[src/rtl/shift_reg_pkg.sv]
// shift_reg_pkg: shared op and state encodings for the shift/rotate engine
package shift_reg_pkg;
    typedef enum logic [2:0] {
        OP_LOAD, OP_SHL, OP_SHR, OP_ASR, OP_ROL, OP_ROR, OP_NOP, OP_CLEAR
    } op_t;
    typedef enum logic {ST_IDLE, ST_RUN} state_t;
endpackage

[src/rtl/shift_reg_step.sv]
// shift_reg_step: combinational move of q by k single-bit positions (k <= STEP)
//   q/op/k/fill in -> nq (moved value), so (last bit to leave or cross an end; 0 when k=0)
module shift_reg_step
    import shift_reg_pkg::*;
#(
    parameter int WIDTH = 8,
    parameter int STEP = 1,
    localparam int AMT_W = $clog2(WIDTH + 1)
) (
    input  logic [WIDTH-1:0] q,
    input  op_t              op,
    input  logic [AMT_W-1:0] k,
    input  logic             fill,
    output logic [WIDTH-1:0] nq,
    output logic             so
);
    logic msb, in_bit;
    always_comb begin
        nq = q;
        so = 1'b0;
        in_bit = 1'b0;
        msb = op == OP_SHL || op == OP_ROL;
        // unrolled chain of one-bit moves; ASR re-reads the MSB each step to keep the sign
        for (int i = 0; i < STEP; i++) begin
            if (i < int'(k)) begin
                in_bit = (op == OP_SHL || op == OP_SHR) ? fill :
                         (op == OP_ASR || op == OP_ROL) ? nq[WIDTH-1] : nq[0];
                so = msb ? nq[WIDTH-1] : nq[0];
                nq = msb ? {nq[WIDTH-2:0], in_bit} : {in_bit, nq[WIDTH-1:1]};
            end
        end
    end
endmodule

[src/rtl/shift_reg_engine.sv]
// shift_reg_engine: multi-cycle load/shift/rotate register with valid/ready command port
//   clk, rst (async, active-low) | cmd_valid/cmd_ready handshake, cmd_op, cmd_amt, load_data, ser_in
//   q register contents, ser_out last bit moved out/around, busy while running, done one-cycle pulse
module shift_reg_engine
    import shift_reg_pkg::*;
#(
    parameter int WIDTH = 8,
    parameter int STEP = 1,
    localparam int AMT_W = $clog2(WIDTH + 1)
) (
    input  logic             clk,
    input  logic             rst,
    input  logic             cmd_valid,
    output logic             cmd_ready,
    input  logic [2:0]       cmd_op,
    input  logic [AMT_W-1:0] cmd_amt,
    input  logic [WIDTH-1:0] load_data,
    input  logic             ser_in,
    output logic [WIDTH-1:0] q,
    output logic             ser_out,
    output logic             busy,
    output logic             done
);
    localparam logic [AMT_W-1:0] W_AMT = AMT_W'(WIDTH);
    localparam logic [AMT_W-1:0] S_AMT = AMT_W'(STEP);
    state_t           state;
    op_t              op, op_r;
    logic             fill_r, step_so;
    logic [AMT_W-1:0] rem, namt, k;
    logic [WIDTH-1:0] step_q;
    assign op = op_t'(cmd_op);
    assign cmd_ready = state == ST_IDLE;
    assign busy = state == ST_RUN;
    assign k = rem < S_AMT ? rem : S_AMT;
    // shifts saturate at a full-width flush; rotates wrap modulo WIDTH
    always_comb
        namt = (op == OP_SHL || op == OP_SHR || op == OP_ASR) ? (cmd_amt > W_AMT ? W_AMT : cmd_amt) :
               (op == OP_ROL || op == OP_ROR) ? cmd_amt % W_AMT : '0;
    shift_reg_step #(.WIDTH(WIDTH), .STEP(STEP)) u_step (
        .q(q), .op(op_r), .k(k), .fill(fill_r), .nq(step_q), .so(step_so)
    );
    always_ff @(posedge clk or negedge rst) begin
        if (!rst) begin
            state <= ST_IDLE;
            q <= '0;
            ser_out <= 1'b0;
            done <= 1'b0;
            rem <= '0;
            op_r <= OP_NOP;
            fill_r <= 1'b0;
        end else begin
            done <= 1'b0;
            if (state == ST_IDLE) begin
                if (cmd_valid) begin
                    op_r <= op;
                    fill_r <= ser_in;
                    if (namt != '0) begin
                        rem <= namt;
                        state <= ST_RUN;
                    end else begin
                        done <= 1'b1;
                        q <= op == OP_LOAD ? load_data : op == OP_CLEAR ? '0 : q;
                    end
                end
            end else begin
                q <= step_q;
                ser_out <= step_so;
                rem <= rem - k;
                if (rem == k) begin
                    state <= ST_IDLE;
                    done <= 1'b1;
                end
            end
        end
    end
endmodule

[config.mk]
export PLATFORM = sky130hd
export DESIGN_NAME = shift_reg_engine
export DESIGN_NICKNAME = d
export VERILOG_FILES = /design/src/rtl/shift_reg_pkg.sv /design/src/rtl/shift_reg_step.sv /design/src/rtl/shift_reg_engine.sv
export SDC_FILE = /design/constraint.sdc
export NUM_CORES = 1
export LEC_CHECK = 0
export ABC_AREA = 1
export CORE_ASPECT_RATIO = 0.75
export CORE_UTILIZATION = 53
export DETAILED_ROUTE_END_ITERATION = 12
export GPL_ROUTABILITY_DRIVEN = 1
export PLACE_DENSITY_LB_ADDON = 0.12
export SLEW_MARGIN = 5
export SYNTH_ARGS = -nofsm -noshare
export SYNTH_HDL_FRONTEND = slang
export SYNTH_HIERARCHICAL = 1
export SYNTH_SLANG_ARGS = --single-unit
[constraint.sdc]
create_clock -name clk -period 4.02 [get_ports clk]
set_clock_uncertainty 0.05 [all_clocks]
set_input_delay 0.804 -clock clk [delete_from_list [all_inputs] [get_ports clk]]
set_output_delay 0.804 -clock clk [all_outputs]
set_load 0.01 [all_outputs]
## Word level (Yosys, flattened, before mapping)

Cells that the tools add are included.

| word-level totals | value |
|---|---|
| register bits | 19 |
| bits of input ports | 19 |
| output and inout port bits | 12 |
| word-level logic and storage cells | 65 |

| cells by class | value |
|---|---|
| $add $sub $neg | 1 |
| magnitude comparators | 3 |
| equal/unequal tests | 13 |
| mux-type cells | 26 |
| bitwise logic cells | 1 |
| reduce and logical (&&, ||, !) cells | 14 |

Operators with widths:

| kind | number |
|---|---|
| 2-to-1 mux 8 bit | 7 |
| 2-to-1 mux 4 bit | 6 |
| equality test 3 x 2 -> 1 bit, second input constant | 4 |
| equality test 3 bit, second input constant | 4 |
| 2-to-1 mux 1 bit | 12 |
| equality test 3 x 1 -> 1 bit, second input constant | 2 |
| logical OR 1 bit | 6 |
| equality test 4 bit | 1 |
| greater-than comparator 4 bit, second input constant | 1 |
| < comparator 1 x 4 -> 1 bit, first input constant | 1 |
| < comparator 4 x 1 -> 1 bit, second input constant | 1 |
| AND reduction 2 bit | 2 |
| AND reduction 4 bit | 1 |
| nonzero test 2 bit | 2 |
| nonzero test 4 bit | 1 |
| subtractor 4 bit | 1 |
| logical NOT 3 bit | 1 |
| 2-to-1 mux 3 bit | 1 |
| nonzero test 3 bit | 1 |
| inequality test 2 x 1 -> 1 bit, second input constant | 1 |
| inequality test 2 bit, second input constant | 1 |
| NOT 1 bit | 1 |

## Depth between registers and ports, before layout

Gate-level depths: netlist of run 1.

| logic depth | value |
|---|---|
| depth in word-level cells | 8 |
| depth in mapped cells | 10 |
| mapped depth without buffers | 10 |

## Modules after synthesis

Netlist of run 1, hierarchy kept.

By module, submodules not included:

| module | instances | cells an instance | area each (um^2) | seq. area each (um^2) |
|---|---|---|---|---|
| shift_reg_engine | 1 | 126 | 1011.0 | 478.0 |
| shift_reg_step | 1 | 64 | 305.3 | 0.0 |

## Worst setup path before layout of run 1

OpenSTA, ideal clock, no wires.

| timing path | value |
|---|---|
| path type | input port to flip-flop |
| start | input port cmd_op[0] |
| end | register q[0] |
| library setup time | 124 ps |
| arrival time | 1450 ps |
| setup slack | 2396 ps |
| stages on the path | 6 |
| path buffers | 0 |
| cells stage by stage | nor2_1 -> a21oi_1 -> o21ai_1 -> nand2_2 -> a22oi_1 -> nand2_1 |

| between the ends | value |
|---|---|
| cells in the longest elaborated chain, start to end | 7 |
| elaborated cells on any way between the ends | 20 |
| those cells by class | eq/ne (7); mux (6); reduce/logical (7) |

Ends and longest elaborated chain:

| element | line | source |
|---|---|---|
| start: declaration | shift_reg_engine.sv:15 | `input logic [2:0] cmd_op,` |
| equality test 3 bit (tied with other cells) | shift_reg_engine.sv:38 | `(op == OP_ROL \|\| op == OP_ROR) ? cmd_amt % W_AMT : '0;` |
| logical OR 1 bit (on tied branches) | shift_reg_engine.sv:38, shift_reg_engine.sv:37 |  |
| 2-to-1 mux 3 bit or logical OR 1 bit (tied branches) | shift_reg_engine.sv:38, shift_reg_engine.sv:37 |  |
| 2-to-1 mux 4 bit | shift_reg_engine.sv:37 | `namt = (op == OP_SHL \|\| op == OP_SHR \|\| op == OP_ASR) ? (cmd_amt > W_AMT ? W_AMT : cmd_amt) :` |
| nonzero test 4 bit | shift_reg_engine.sv:57 | `if (namt != '0) begin` |
| inequality test 2 bit (no source line) | - |  |
| AND reduction 4 bit (no source line) | - |  |
| end signal: assignment | shift_reg_engine.sv:62 | `q <= op == OP_LOAD ? load_data : op == OP_CLEAR ? '0 : q;` |
| end signal: assignment | shift_reg_engine.sv:66 | `q <= step_q;` |
| end: declaration | shift_reg_engine.sv:19 | `output logic [WIDTH-1:0] q,` |

Several ways; a longest one is shown, not always the timed one. The select of a mux whose other input is x is not followed.
A chain may end at the register's enable or synchronous reset.

## Final worst setup path of run 1

| timing path | value |
|---|---|
| start | register state, in the netlist busy |
| end | output port cmd_ready |

| between the ends | value |
|---|---|
| cells in the longest elaborated chain, start to end | 1 |

Ends and longest elaborated chain:

| element | line | source |
|---|---|---|
| start: declaration | shift_reg_engine.sv:26 | `state_t state;` |
| start signal: assignment | shift_reg_engine.sv:44 | `state <= ST_IDLE;` |
| start signal: assignment | shift_reg_engine.sv:59 | `state <= ST_RUN;` |
| start signal: assignment | shift_reg_engine.sv:70 | `state <= ST_IDLE;` |
| NOT 1 bit (no source line) | - |  |
| end: declaration | shift_reg_engine.sv:14 | `output logic cmd_ready,` |

Every way passes these cells.

==> results of run 1 <==
## routing by layer
| metal | part of all wire, % | vias to the layer above |
|---|---|---|
| li1 | - | 680 |
| met1 | 47 | 594 |
| met2 | 47 | 39 |
| met3 | 5.4 | 4 |
| met4 | 0.95 | 0 |
| met5 | 0 | - |
## final cells by class
type | instances | area [µm²]
Multi-Input combinational cell | 144 | 719.4
Timing Repair Buffer | 30 | 300.3
Clock buffer | 3 | 22.52
Clock inverter | 1 | 5.005
Fill cell | 198 | 665.6
Tap cell | 34 | 42.54
Inverter | 25 | 93.84
Sequential cell | 19 | 478.0
## registers in the layout, summed over array words and instances, names as in the netlist
| signal | count |
|---|---|
| busy | 1 |
| q | 8 |
| done | 1 |
| op_r | 3 |
| fill_r | 1 |
| rem | 4 |
| ser_out | 1 |
## per-stage QoR
step | cell area (µm²) | total power, µW | utilization, % | setup slack (ns)
2_1_floorplan | 1324 | 949.1 | - | 2.396
6_report | 1662 | 1281 | 71.40 | 1.373
3_3_place_gp | 1634 | 1150 | 70.22 | 1.755
5_1_grt | 1662 | 1400 | 71.40 | 1.302
4_1_cts | 1662 | 1281 | 71.40 | 1.372
3_5_place_dp | 1634 | 1174 | 70.22 | 1.736
## power groups by stage
stage / Clock, µW / Sequential, µW / Combinational (µW)
2_1_floorplan: 0 / 402 / 547
3_3_place_gp: 0 / 407 / 743
3_5_place_dp: 0 / 415 / 760
4_1_cts: 106 / 410 / 765
5_1_grt: 109 / 423 / 867
6_report: 101 / 412 / 769
## logic make-up after synthesis
family | after synthesis | synth area share [%]
buffers and inverters | 29 | 9.601
AO/OA/AOI/OAI | 30 | 14.73
XOR/XNOR | 1 | 0.6655
adder cells (fa/ha/maj) | 1 | 0.9504
flip-flops | 19 | 36.31
AND/OR/NAND/NOR | 108 | 36.60
multiplexers | 1 | 0.8555
other | 1 | 0.2849
## placed cells by master (no fill, tap or decap), drive strengths merged
cell and n:
inv 25, clkinv 1, or2 1, clkdlybuf4s50 30, o211ai 4, dfrtp 17
nand2 67, xor2 1, conb 3, a22oi 4, dfstp 2, nor2 10
o21ai 17, mux2 1, nand4 3, a21boi 1, nand3 25, nor3 1
a21oi 4, nand3b 1, ha 1, clkbuf 3
## worst min-delay path: stages, from the launching register on
cell	delay, ns
dfrtp_1	0.38
nand2_1	0.06
nand2_1	0.05
## worst paths after layout
kind | startpoint | end | depth (start not counted) | slack [ns]
max | busy | cmd_ready | 2 | 1.37
max reg2reg | rem[1] | q[0] | 10 | 2.03
max in group asynchronous | rst | q[2] | 1 | 2.46
min in group asynchronous | rst | fill_r | 1 | 0.91
min | ser_out | ser_out | 2 | 0.47
min reg2reg | ser_out | ser_out | 2 | 0.47
==> metrics.txt, run 1 <==
synthesized flop and latch total=19; MaxCap Viol Count=0; Clock Tree Buf Depth=2; Tcrit/Tclk final=65.86%; Static Leakage=0.0008214 µW; vias per std cell=5.145; # IOs=31; cell area after synthesis=1316 µm²; Seq/Total Area, Yosys=36.31%; async set or reset register ratio after synthesis=100.0%; Die H=45.16 µm; largest net degree at the start of global routing=20; Worst Path Arrival=1.79 ns; Yosys top cell area share=32.32%; VDD IR max=0.4076 mV; Die ar.=2689 µm²; vias in the first global route=1098; final hold slack=0.4678 ns; Crit Path Max Fanout=17; Comb power frac=60.0%; Final Hold Fails=0; CP bufs+invs=2; grt met3 use=5.444%; per-cell routed wire length=11.98 µm; met2 usage=40.67%; CP Class=reg -> out; status=completed; Slowest-stage cell, CP=dfrtp_1; RSZ-0062 raised after global routing=false; top cells by area, synth=dfrtp_1, nand2_1, nand3_1; Switch Pwr=598.2 µW; CTS tree=yes; CP top delay family=buffers and inverters; fmax=377.7 MHz; switching part of the total=46.69%; Nets=243; clk sinks=19; DRT Pass-1 Iters=4; Core ar.=2327 µm²; clock power share=7.9%; Clk pin slew, worst setup/hold paths=0.12 ns; final setup fails=0; Slew @ Worst Pin=0.8593 ns; Synth Instances=190; CTS resizes=0; Internal Pwr Total=682.8 µW; total CTS buffers=3; DIE WIDTH=59.55 µm; Final Routed Wirelength=3068 µm; DRC=0; Reg power frac=32.1%; Synth Flop Type=dfrtp_1; Syn Area/Cell=6.928 µm²; GRT Residual Overflow=0; non-filler instance count after layout=256; PortBufs=30; layout cells sized above 1=10.36%; Final GP Congestion=0.9186; n_diodes=0; Initial Util=56.56%; critical path, cell by cell=inv_2, clkdlybuf4s50_1; total track usage=24.55%; H-tree lvl count=1; antenna violations before repair=0; PD cells=771.0 nW/µm²; minimum clock period after layout=2.647 ns; DR vias=1317; Post-synth top cells=nand2_1, nand3_1, inv_1; Setup Fix Bufs, Post-CTS=0; Final TNS setup=0 ns; max_slew headroom=42.53%; CTS Root Cell=clkbuf_4; first-pass GRT wire length=4843 µm; met1 track demand over resource=32.02%; Rows=15; clock latency on the worst-skew pair=0.31 ns; Routed Antenna Nets=0; CP peak stage delay=0.59 ns; unique cell type count in the Yosys netlist=29; EDFF count, synth=0; final slew viol count=0; Post-CTS Hold Buffers=0; YS warnings=6; required time worst endpoint=3.17 ns; Yosys top cell by area=dfrtp_1; most frequent cell after synthesis=nand2_1; Worst setup SP type=register; Critical Path Sink Type=output pin; Most Crowded Layer GR=met2; placed cell count=252; Hold Path Class=reg -> reg; initial DRC count=95; post-DP HPWL=2280 µm; Layout area overhead=26.24%
No activity file was read; power rests on OpenSTA's default activity.
==> inputs of run 2 (changes only) <==
--- a/config.mk
+++ b/config.mk
@@ -7,7 +7,7 @@
 export LEC_CHECK = 0
 export ABC_AREA = 1
 export CORE_ASPECT_RATIO = 0.75
-export CORE_UTILIZATION = 53
+export CORE_UTILIZATION = 49
 export DETAILED_ROUTE_END_ITERATION = 12
 export GPL_ROUTABILITY_DRIVEN = 1
 export PLACE_DENSITY_LB_ADDON = 0.12
==> constraint.sdc (replaced) <==
create_clock -name clk -period 2.44 [get_ports clk]
set_clock_uncertainty 0.05 [all_clocks]
set_input_delay 0.488 -clock clk [delete_from_list [all_inputs] [get_ports clk]]
set_output_delay 0.488 -clock clk [all_outputs]
set_load 0.01 [all_outputs]
==> run 2 against run 1 <==
Against the previous run:
- register-to-register slack got worse by 1.4 ns
- design area rose by 1.3%
- final cell count is 1.2% higher
- sequential power grew 63%
- largest power group unchanged
==> metrics.txt, run 2 (same netlist as run 1, synthesis figures left out) <==
status=completed; Slew @ Worst Pin=0.5659 ns (-0.2935 ns); Slowest-stage cell, CP=dfrtp_1; reg-to-reg slack, setup=0.65 ns (-1.38 ns); DRT Pass-1 Iters=5 (+1); post-DP HPWL=2461 µm (+7.9%); Final Hold Fails=0 (unchanged); Hold Path Class=reg -> reg; MaxCap Viol Count=0 (unchanged); DIE WIDTH=61.85 µm (+3.9%); n_diodes=0 (unchanged); Final TNS setup=0 ns (unchanged); first-pass GRT wire length=5085 µm (+5.0%); DRC=0 (unchanged); DR vias=1351 (+2.6%); H-tree lvl count=1 (unchanged); PortBufs=30 (unchanged); Setup Fix Bufs, Post-CTS=0 (unchanged); CP bufs+invs=1 (-1); max_slew headroom=62.28% (+20 points); Critical Path Sink Type=output pin; Placed Area=1657 µm² (+1.4%); Crit Path Max Fanout=17 (unchanged); GRT Residual Overflow=0 (unchanged); CP peak stage delay=0.72 ns (+0.13 ns); DP Worst Slack=0.4905 ns (-1.246 ns); initial DRC count=109 (+15%); required time worst endpoint=1.90 ns (-1.27 ns); PD cells=1274 nW/µm² (+65%); commonest non-fill, non-tap cells in the layout=nand2_1, clkdlybuf4s50_1, nand3_1; total CTS buffers=3 (unchanged); total track usage=24.19% (-0.36 points); Worst Path Arrival=1.67 ns (-0.12 ns); minimum clock period after layout=2.207 ns; Largest regs=q x8, rem x4, op_r x3; layout cells sized above 1=11.11% (+0.75 points); largest net degree at the start of global routing=20 (unchanged); final hold slack=0.4421 ns (-0.02568 ns); vias in the first global route=1138 (+3.6%); CTS resizes=0 (unchanged); Die H=46.89 µm (+3.8%); design area=1683 µm² (+1.3%); clk sinks=19 (unchanged); number of flip-flops in the largest register=8 (unchanged); Nets=246 (+1.2%); antenna violations before repair=0 (unchanged); Die ar.=2900 µm² (+7.8%); CP Class=reg -> out; clock latency on the worst-skew pair=0.30 ns (about the same); Final GP Congestion=0.8327 (-9.4%); RSZ-0062 raised after global routing=false; Initial Util=54.37% (-2.2 points); CP top delay family=flip-flops; register name with the most flops=q; Rows=15 (unchanged); Clk pin slew, worst setup/hold paths=0.11 ns (about the same); VDD IR max=0.6568 mV (+61%); Routed Antenna Nets=0 (unchanged); Static Leakage=0.0008326 µW (+1.4%); most common cell after layout, fill and taps aside=nand2_1; vias per std cell=5.216 (+1.4%); CTS Root Cell=clkbuf_4; per-cell routed wire length=12.30 µm (+2.6%); Core ar.=2421 µm² (+4.0%); Tcrit/Tclk final=90.46%; worst path setup slack after routing=0.2329 ns (-1.140 ns); CTS tree=yes; fmax=453.1 MHz; Clock Tree Buf Depth=2 (unchanged); critical path, cell by cell=clkdlybuf4s50_1; Worst setup SP type=register; # IOs=31 (unchanged); final setup fails=0 (unchanged); Final Routed Wirelength=3186 µm (+3.8%); Layout area overhead=27.85%; final slew viol count=0 (unchanged); Post-CTS Hold Buffers=0 (unchanged)
[run 2: per-stage QoR]
| step | total power (µW) | std cells | util [%] |
|---|---|---|---|
| 2_1_floorplan | 1564 | 192 | - |
| 3_3_place_gp | 1915 | 255 | 68.42 |
| 3_5_place_dp | 1965 | 255 | 68.42 |
| 4_1_cts | 2139 | 259 | 69.51 |
| 5_1_grt | 2351 | 259 | 69.51 |
| 6_report | 2145 | 259 | 69.51 |
[run 2: layer usage]
metal	wire (µm)	GRT usage, %	share of wire (%)
met1	1467	32.30	46
met2	1527	42.15	48
met3	191	5.234	6.0
met4	0	2.667	0
met5	0	0	0
[run 2: area by class of cell]
cell class	count	area [µm²]
repair buffers	33	322.8
flip-flops and latches	19	478.0
fillers	218	738.2
clock buffers	4	26.28
multi-input cells	144	719.4
well taps	34	42.54
inverters	25	93.84
[run 2: power breakdown]
part / switching, µW / total, µW / leakage (µW) / internal (µW)
sequential: 185 / 670 / 0.000230 / 485
combinational: 717 / 1310 / 0.000588 / 593
clock: 101 / 165 / 0.0000150 / 63.7
total: 1000 / 2140 / 0.000833 / 1140
[run 2: path summary, 6_finish.rpt]
kind                              start      end  cells past startpoint
min in group asynchronous           rst  op_r[0]                      2
worst min register to register  ser_out  ser_out                      2
worst max-delay path               busy     busy                      1
worst max register to register   rem[2]     q[1]                      9
worst min-delay path            ser_out  ser_out                      2
max in group asynchronous           rst  op_r[2]                      2
